===== src/rtl/multi_road_traffic_controller_pkg.sv =====
// traffic_pkg: shared encodings and default timing for the multi-road
// traffic controller.
// Contents: light encodings, controller state / phase encoding (the
// phase output is the state itself), and default parameter values.
package traffic_pkg;

    typedef enum logic [1:0] {
        ST_GREEN  = 2'b00,
        ST_YELLOW = 2'b01,
        ST_ALLRED = 2'b10,
        ST_WALK   = 2'b11
    } state_t;

    localparam logic [2:0] LIGHT_GREEN  = 3'b100;
    localparam logic [2:0] LIGHT_YELLOW = 3'b010;
    localparam logic [2:0] LIGHT_RED    = 3'b001;

    localparam int DEF_N_ROADS   = 4;
    localparam int DEF_GREEN_MIN = 10;
    localparam int DEF_GREEN_MAX = 30;
    localparam int DEF_YELLOW_T  = 4;
    localparam int DEF_ALLRED_T  = 2;
    localparam int DEF_CNT_W     = 6;
    localparam int DEF_WALK_T    = 8;

endpackage


===== src/rtl/multi_road_traffic_controller_if.sv =====
// multi_road_traffic_controller_if: road-side signal bundle.
// Signals: detector (per-road vehicle present), lights (3 bits per road),
// active_road, phase; with TRAFFIC_PED_WALK_EN also ped_req and walk.
// Modports: master = intersection side (drives detectors, sees lights),
//           slave  = controller.
interface multi_road_traffic_controller_if
    import traffic_pkg::*;
#(
    parameter int N_ROADS = DEF_N_ROADS
);
    localparam int IDX_W = $clog2(N_ROADS);

    logic [N_ROADS-1:0]   detector;
    logic [3*N_ROADS-1:0] lights;
    logic [IDX_W-1:0]     active_road;
    logic [1:0]           phase;
`ifdef TRAFFIC_PED_WALK_EN
    logic                 ped_req;
    logic                 walk;

    modport master (output detector, output ped_req,
                    input lights, input active_road, input phase, input walk);
    modport slave  (input detector, input ped_req,
                    output lights, output active_road, output phase, output walk);
`else
    modport master (output detector,
                    input lights, input active_road, input phase);
    modport slave  (input detector,
                    output lights, output active_road, output phase);
`endif

endinterface


===== src/rtl/multi_road_traffic_controller_rr.sv =====
// rr_next_road: combinational round-robin pick of the next road to serve.
// Ports: i_pending (request vector), i_cur (current road index),
//        o_next (first pending road above i_cur, wrapping; i_cur if none),
//        o_valid (any road pending).
module rr_next_road #(
    parameter int N_ROADS = 4,
    parameter int IDX_W   = $clog2(N_ROADS)
) (
    input  logic [N_ROADS-1:0] i_pending,
    input  logic [IDX_W-1:0]   i_cur,
    output logic [IDX_W-1:0]   o_next,
    output logic               o_valid
);

    logic [IDX_W-1:0] w_idx;

    // Walk offsets from farthest to nearest so the nearest pending road
    // (lowest offset above i_cur) is the last one written.
    always_comb begin
        o_next  = i_cur;
        o_valid = 1'b0;
        w_idx   = i_cur;
        for (int off = N_ROADS; off >= 1; off--) begin
            w_idx = IDX_W'((int'(i_cur) + off) % N_ROADS);
            if (i_pending[w_idx]) begin
                o_next  = w_idx;
                o_valid = 1'b1;
            end
        end
    end

endmodule


===== src/rtl/multi_road_traffic_controller.sv =====
// multi_road_traffic_controller: round-robin signal controller for
// N_ROADS approaches with minimum/maximum green, yellow and all-red
// clearance.
// Ports: i_clk, i_rst (synchronous, active high), bus (slave modport:
//        detector in; lights, active_road, phase out).
// Optional feature: define TRAFFIC_PED_WALK_EN to add the pedestrian
// WALK phase (bus.ped_req in, bus.walk out, parameter WALK_T).
//
// state  | meaning
// GREEN  | active_road green, others red; rests while nobody else waits
// YELLOW | active_road yellow for YELLOW_T cycles
// ALLRED | all red for ALLRED_T cycles (also the reset state)
// WALK   | all red, pedestrian walk for WALK_T cycles (feature only)
module multi_road_traffic_controller
    import traffic_pkg::*;
#(
    parameter int N_ROADS   = DEF_N_ROADS,
    parameter int GREEN_MIN = DEF_GREEN_MIN,
    parameter int GREEN_MAX = DEF_GREEN_MAX,
    parameter int YELLOW_T  = DEF_YELLOW_T,
    parameter int ALLRED_T  = DEF_ALLRED_T,
    parameter int CNT_W     = DEF_CNT_W
`ifdef TRAFFIC_PED_WALK_EN
    ,
    parameter int WALK_T    = DEF_WALK_T
`endif
) (
    input  logic i_clk,
    input  logic i_rst,
    multi_road_traffic_controller_if.slave bus
);

    localparam int IDX_W = $clog2(N_ROADS);

    // Counter holds cycles already spent in the state, so the last cycle
    // of an N-cycle state is the one where the counter reads N-1.
    localparam logic [CNT_W-1:0] GMIN_LAST = CNT_W'(GREEN_MIN - 1);
    localparam logic [CNT_W-1:0] GMAX_LAST = CNT_W'(GREEN_MAX - 1);
    localparam logic [CNT_W-1:0] GMAX_SAT  = CNT_W'(GREEN_MAX);
    localparam logic [CNT_W-1:0] Y_LAST    = CNT_W'(YELLOW_T - 1);
    localparam logic [CNT_W-1:0] AR_LAST   = CNT_W'(ALLRED_T - 1);
    localparam logic [N_ROADS-1:0] ONE     = {{(N_ROADS-1){1'b0}}, 1'b1};

    state_t               r_state;
    state_t               w_state_nxt;
    logic [CNT_W-1:0]     r_cnt;
    logic [N_ROADS-1:0]   r_pend;
    logic [IDX_W-1:0]     r_active;
    logic [IDX_W-1:0]     r_next;

    logic [IDX_W-1:0]     w_rr_next;
    logic                 w_rr_valid;
    logic [N_ROADS-1:0]   w_active_mask;
    logic [N_ROADS-1:0]   w_green_mask;
    logic [N_ROADS-1:0]   w_entry_mask;
    logic                 w_enter_green;
    logic                 w_other_pend;
    logic                 w_green_done;
    logic [3*N_ROADS-1:0] w_lights;

`ifdef TRAFFIC_PED_WALK_EN
    localparam logic [CNT_W-1:0] W_LAST = CNT_W'(WALK_T - 1);
    logic r_ped_pend;
    logic r_walk_due;
    logic w_enter_walk;
`endif

    rr_next_road #(
        .N_ROADS (N_ROADS),
        .IDX_W   (IDX_W)
    ) u_rr (
        .i_pending (r_pend),
        .i_cur     (r_active),
        .o_next    (w_rr_next),
        .o_valid   (w_rr_valid)
    );

    assign w_active_mask = ONE << r_active;
    assign w_green_mask  = (r_state == ST_GREEN) ? w_active_mask : '0;
    assign w_enter_green = (r_state != ST_GREEN) && (w_state_nxt == ST_GREEN);
    assign w_entry_mask  = w_enter_green ? (ONE << r_next) : '0;

`ifdef TRAFFIC_PED_WALK_EN
    assign w_other_pend = (|(r_pend & ~w_active_mask)) || r_ped_pend;
    assign w_enter_walk = (r_state != ST_WALK) && (w_state_nxt == ST_WALK);
`else
    assign w_other_pend = |(r_pend & ~w_active_mask);
`endif

    // Past GREEN_MIN a waiting request ends green unless our own detector
    // is still high; GREEN_MAX caps the extension.
    assign w_green_done = w_other_pend && (r_cnt >= GMIN_LAST) &&
                          (!bus.detector[r_active] || (r_cnt >= GMAX_LAST));

    always_comb begin
        w_state_nxt = r_state;
        case (r_state)
            ST_GREEN:  if (w_green_done)     w_state_nxt = ST_YELLOW;
            ST_YELLOW: if (r_cnt == Y_LAST)  w_state_nxt = ST_ALLRED;
            ST_ALLRED: begin
                if (r_cnt == AR_LAST) begin
`ifdef TRAFFIC_PED_WALK_EN
                    w_state_nxt = r_walk_due ? ST_WALK : ST_GREEN;
`else
                    w_state_nxt = ST_GREEN;
`endif
                end
            end
`ifdef TRAFFIC_PED_WALK_EN
            ST_WALK:   if (r_cnt == W_LAST)  w_state_nxt = ST_ALLRED;
`endif
            default:   w_state_nxt = ST_ALLRED;
        endcase
    end

    always_ff @(posedge i_clk) begin
        if (i_rst) begin
            r_state  <= ST_ALLRED;
            r_cnt    <= '0;
            r_pend   <= '0;
            r_active <= '0;
            r_next   <= '0;
        end else begin
            r_state <= w_state_nxt;
            if (w_state_nxt != r_state) begin
                r_cnt <= '0;
            end else if (!((r_state == ST_GREEN) && (r_cnt == GMAX_SAT))) begin
                r_cnt <= r_cnt + 1'b1;
            end
            // Entry clear wins over a same-cycle detector on the granted road.
            r_pend <= (r_pend | (bus.detector & ~w_green_mask)) & ~w_entry_mask;
            if ((r_state == ST_GREEN) && (w_state_nxt == ST_YELLOW)) begin
                r_next <= w_rr_valid ? w_rr_next : r_active;
            end
            if (w_enter_green) begin
                r_active <= r_next;
            end
        end
    end

`ifdef TRAFFIC_PED_WALK_EN
    always_ff @(posedge i_clk) begin
        if (i_rst) begin
            r_ped_pend <= 1'b0;
            r_walk_due <= 1'b0;
        end else begin
            r_ped_pend <= (r_ped_pend || (bus.ped_req && (r_state != ST_WALK)))
                          && !w_enter_walk;
            // Decide at green exit whether the coming clearance leads to WALK;
            // later ped requests wait for the next round.
            if ((r_state == ST_GREEN) && (w_state_nxt == ST_YELLOW)) begin
                r_walk_due <= r_ped_pend;
            end else if (w_enter_walk) begin
                r_walk_due <= 1'b0;
            end
        end
    end

    assign bus.walk = (r_state == ST_WALK);
`endif

    always_comb begin
        w_lights = {N_ROADS{LIGHT_RED}};
        for (int i = 0; i < N_ROADS; i++) begin
            if (IDX_W'(i) == r_active) begin
                if (r_state == ST_GREEN) begin
                    w_lights[3*i +: 3] = LIGHT_GREEN;
                end else if (r_state == ST_YELLOW) begin
                    w_lights[3*i +: 3] = LIGHT_YELLOW;
                end
            end
        end
    end

    assign bus.lights      = w_lights;
    assign bus.active_road = r_active;
    assign bus.phase       = r_state;

endmodule

===== src/flat_wrapper.sv =====
// flat-port wrapper written by rule: the top's interface ports become plain ports
module multi_road_traffic_controller_flat import traffic_pkg::*;
#(
    parameter int N_ROADS   = DEF_N_ROADS,
    parameter int GREEN_MIN = DEF_GREEN_MIN,
    parameter int GREEN_MAX = DEF_GREEN_MAX,
    parameter int YELLOW_T  = DEF_YELLOW_T,
    parameter int ALLRED_T  = DEF_ALLRED_T,
    parameter int CNT_W     = DEF_CNT_W

)
  (i_clk, i_rst, bus_detector, bus_lights, bus_active_road, bus_phase);
  multi_road_traffic_controller_if #(.N_ROADS(N_ROADS)) bus_i ();
  input  logic i_clk;
  input  logic i_rst;
  input wire logic [$bits(bus_i.detector)-1:0] bus_detector;
  output wire logic [$bits(bus_i.lights)-1:0] bus_lights;
  output wire logic [$bits(bus_i.active_road)-1:0] bus_active_road;
  output wire logic [$bits(bus_i.phase)-1:0] bus_phase;
  assign bus_i.detector = bus_detector;
  assign bus_lights = bus_i.lights;
  assign bus_active_road = bus_i.active_road;
  assign bus_phase = bus_i.phase;
  multi_road_traffic_controller #(.N_ROADS(N_ROADS), .GREEN_MIN(GREEN_MIN), .GREEN_MAX(GREEN_MAX), .YELLOW_T(YELLOW_T), .ALLRED_T(ALLRED_T), .CNT_W(CNT_W)) u_core (.i_clk(i_clk), .i_rst(i_rst), .bus(bus_i));
endmodule

===== config.mk =====
export PLATFORM = sky130hd
export DESIGN_NAME = multi_road_traffic_controller_flat
export DESIGN_NICKNAME = d
export VERILOG_FILES = /design/src/rtl/multi_road_traffic_controller_pkg.sv /design/src/rtl/multi_road_traffic_controller_if.sv /design/src/rtl/multi_road_traffic_controller_rr.sv /design/src/rtl/multi_road_traffic_controller.sv /design/src/flat_wrapper.sv
export SDC_FILE = /design/constraint.sdc
export NUM_CORES = 1
export LEC_CHECK = 0
export CORE_ASPECT_RATIO = 0.6
export CORE_MARGIN = 3
export CORE_UTILIZATION = 51
export CTS_CLUSTER_SIZE = 24
export DETAILED_ROUTE_END_ITERATION = 12
export PLACE_DENSITY = 0.79
export REMOVE_ABC_BUFFERS = 1
export SLEW_MARGIN = 30
export SYNTH_ARGS = -nofsm -noshare
export SYNTH_HDL_FRONTEND = slang
export SYNTH_SLANG_ARGS = --single-unit

===== constraint.sdc =====
create_clock -name i_clk -period 2.6 [get_ports i_clk]
set_input_delay 0.78 -clock i_clk [delete_from_list [all_inputs] [get_ports i_clk]]
set_output_delay 0.78 -clock i_clk [all_outputs]
set_load 0.1 [all_outputs]

==> results of run 1 <==
==> sequential cells by signal, summed over array words and instances, names as in the netlist <==
signal	flops
u_core.bus.phase	2
u_core.r_next	2
u_core.bus.active_road	2
u_core.r_cnt	6
u_core.r_pend	4
==> metrics by stage <==
stage,cells,setup TNS [ps]
after floorplan,129,-18970
after CTS,186,0
after detailed placement,183,0
after global routing,186,0
final,186,0
after global placement,183,0
==> power by group through the flow <==
stage	clock network (µW)	logic [µW]	registers [µW]
CTS	124	238	287
finish	125	241	288
detailed placement	0	236	293
global placement	0	230	291
global route	138	256	293
floorplan	0	140	306
==> what timing repair did <==
| action | in CTS | in global routing |
|---|---|---|
| resized for setup | 0 | 1 |
| hold endpoints to repair | 0 | 0 |
| setup endpoints to repair | 0 | 6 |
==> how the worst max path moves through the flow <==
stage | startpoint | endpoint | slack, ps | cells after the start
after CTS | u_core.bus.active_road[0]$_SDFFE_PP0P_ | bus_lights[1] | 40 | 5
after detailed placement | bus_detector[2] | u_core.r_cnt[3]$_SDFFE_PP0N_ | 110 | 6
final | u_core.bus.active_road[0]$_SDFFE_PP0P_ | bus_lights[1] | 160 | 5
after global placement | bus_detector[2] | u_core.r_cnt[3]$_SDFFE_PP0N_ | 230 | 6
after floorplan | u_core.bus.active_road[1]$_SDFFE_PP0P_ | bus_lights[11] | -1780 | 3
after global routing | u_core.bus.active_road[0]$_SDFFE_PP0P_ | bus_lights[1] | 50 | 5
==> per-layer routing <==
metal  global-route usage [%]  up-vias
met4                     6.88        0
met1                     38.4      554
met5                        0        -
li1                         -      529
met2                     36.9       77
met3                     4.83        5
==> placed cells by master, fill, tap and decap left out, drive strengths merged, types with 2 or more instances in the layout <==
cell type,netlist,routed
a211oi,4,4
a21oi,8,8
a221oi,2,2
a311oi,2,2
buf,4,21
clkbuf,4,3
clkdlybuf4s50,0,5
dfxtp,16,16
ha,8,8
inv,8,8
mux2,3,3
mux2i,9,9
nand2b,4,4
nand3,5,5
nor2,25,25
nor2b,7,7
nor3,2,2
nor4,2,2
o21ai,5,5
o22ai,3,3
xnor2,2,2
==> logic make-up (layout without fill, tap and decap cells) <==
logic type | count (synthesis) | count (layout) | share of synthesized area [%]
simple gates | 53 | 53 | 24.8
flops | 16 | 16 | 28.7
compound gates | 30 | 30 | 18.5
xor+xnor | 2 | 2 | 1.57
fa+ha+maj | 8 | 8 | 8.97
mux | 12 | 12 | 11.1
buf+inv | 16 | 37 | 6.39
==> worst register-to-register path: stages, from the launching register on <==
cell	delay (ps)
dfxtp_1	450
inv_1	120
ha_1	260
or3b_1	400
a211oi_2	250
a211oi_2	100
or3_1	490
nor3_4	220
==> area by class of cell <==
| class | instances | area share [%] |
|---|---|---|
| multi-input cells | 105 | 48.6 |
| well taps | 28 | 2.35 |
| inverters | 8 | 2.01 |
| repair buffers | 26 | 24.0 |
| flip-flops and latches | 16 | 21.6 |
| clock buffers | 3 | 1.51 |
==> flow_metrics.env, run 1 <==
export IMPL_hpwl_mm=2.65
export IMPL_swShare_pct=38.1
export IMPL_fmax_mhz=411
export IMPL_whs_endpoint="u_core.r_pend[3]$_SDFF_PP0_"
export IMPL_cts_max_path_buffers=2
export IMPL_p_sw_uw=249
export IMPL_top_layer_used="met4"
export IMPL_drive_gt1_share_pct=19.6
export IMPL_vdd_drop_max_uv=357
export IMPL_cp_required_ps=1820
export IMPL_grt_pass1_wl_mm=5.44
export IMPL_reg2reg_slack_ps=230
export IMPL_root_buffer="clkbuf_4"
export IMPL_grt_setup_unrepaired="no"
export IMPL_yosysSeqAreaShare_pct=28.7
export IMPL_vias=1165
export IMPL_place_gp_congestion=0.918
export IMPL_antenna_found_initial=0
export IMPL_dieArea_um2=2800
export IMPL_cp_buffers_inverters=2
export IMPL_avgSynthCellArea_um2=8.15
export IMPL_yosysMostFrequentCell="nor2_1"
export IMPL_powerDensity_nw_per_um2=439
export IMPL_synth_top_area_share_pct=28.7
export IMPL_comb_power_share_pct=36.8
export IMPL_seq_area_um2=322
export IMPL_ys_top_cells_by_area="dfxtp_1, ha_1, nor2_1"
export IMPL_die_width_um=66.4
export IMPL_cpPeakStageDelay_ps=450
export IMPL_timing_rr_start="u_core.r_cnt[1]$_SDFFE_PP0N_"
export IMPL_fin_crit_sh_pct=93.7
export IMPL_rr_endpoint="u_core.r_cnt[3]$_SDFFE_PP0N_"
export IMPL_diodes=0
export IMPL_crit_path_max_fanout=8
export IMPL_die_h_um=42.2
export IMPL_maxCapViolations=0
export IMPL_ys_flop_type="dfxtp_1"
export IMPL_crit_chain="inv_1 -> ha_1 -> nand2b_1 -> nor2_1 -> buf_12"
export IMPL_yosysUniqueCellTypes=37
export IMPL_leakage_uw=0.000576
export IMPL_whs_path_depth=1
export IMPL_cts_tree="yes"
export IMPL_yosys_warnings=0
export IMPL_hold_start="u_core.r_next[0]$_SDFFE_PP0P_"
export IMPL_skew_ps=3.47
export IMPL_start_util_pct=57.2
export IMPL_report_final_slew_viol_count=0
export IMPL_critPathKind="reg2out"
export IMPL_ys_seq_elements=16
export IMPL_fin_crit_ps=2440
export IMPL_clock_sinks=16
export IMPL_ios=22
export IMPL_clock_latency_ps=280
export IMPL_multi_input_area_um2=724
export IMPL_drc=0
export IMPL_numCtsBuffers=3
export IMPL_worstSetupStartpointType="flip-flop"
export IMPL_grt_max_degree=14
export IMPL_reg2reg_depth=7
export IMPL_place_ws_ps=114
export IMPL_first_global_vias=1042
export IMPL_maxSlewHeadroom_pct=56.5
export IMPL_core_um2=1950
export IMPL_grt_overflow_total=0
export IMPL_viasPerCell=6.26
export IMPL_synth_edf_count=0
export IMPL_hold_viol=0
export IMPL_area_growth_pct=33.6
export IMPL_ant_nets=0
export IMPL_crit_slowest_cell="dfxtp_2"
export IMPL_holdWs_ps=546
export IMPL_first_iter_violations=197
export IMPL_holdCritPathClass="reg2reg"
export IMPL_grt_usage_pct=25.6
export IMPL_status="complete, no violations"
export IMPL_final_cell_area_um2=1490
export IMPL_nets=174
export IMPL_syn_area_um2=1120
export IMPL_netlist_instances=137
export IMPL_std_cell_rows=12
export IMPL_p_clk_share_pct=19.1
export IMPL_async_reset_ff_share_pct=0
export IMPL_final_core_util_pct=76.4
export IMPL_wl_met3_um=365
export IMPL_cp_data_arrival_time_ps=1660
export IMPL_met1Wirelength_mm=1.45
export IMPL_p_int_uw=405
export IMPL_p_seq_share_pct=44.1
export IMPL_setup_viol=0
export IMPL_wl_met2_mm=1.40
export IMPL_nFillCells=130
export IMPL_yosys_area_top_type="dfxtp_1"
export IMPL_htree_levels=1
export IMPL_finalPower_uw=654
export IMPL_postPlaceCellArea_um2=1470
export IMPL_postCtsSetupBuffers=0
export IMPL_setup_ws_ps=165
export IMPL_avgRoutedWirePerCell_um=17.5
export IMPL_netlist_top_cells_count="nor2_1, dfxtp_1, mux2i_1"
export IMPL_cts_hold_fix_buffers=0
export IMPL_path_delay_family="flip-flops"
export IMPL_end_kind="primary output"
export IMPL_firstDrtPassIters=4
export IMPL_cts_clk_slew_worst_paths_ps=80
export IMPL_drt_wl_total_mm=3.25
export IMPL_tightestPinTransition_ps=637
export IMPL_port_buffer_count=21
Power figures use the tool's default switching activity.
==> run 2: changes to the inputs <==
ABC_CLOCK_PERIOD_IN_PS = 2600   (was not set)
SLEW_MARGIN = not set   (was 30)
==> results of run 2 <==
No change in the layout: final DEF, timing and power equal those of run 1.
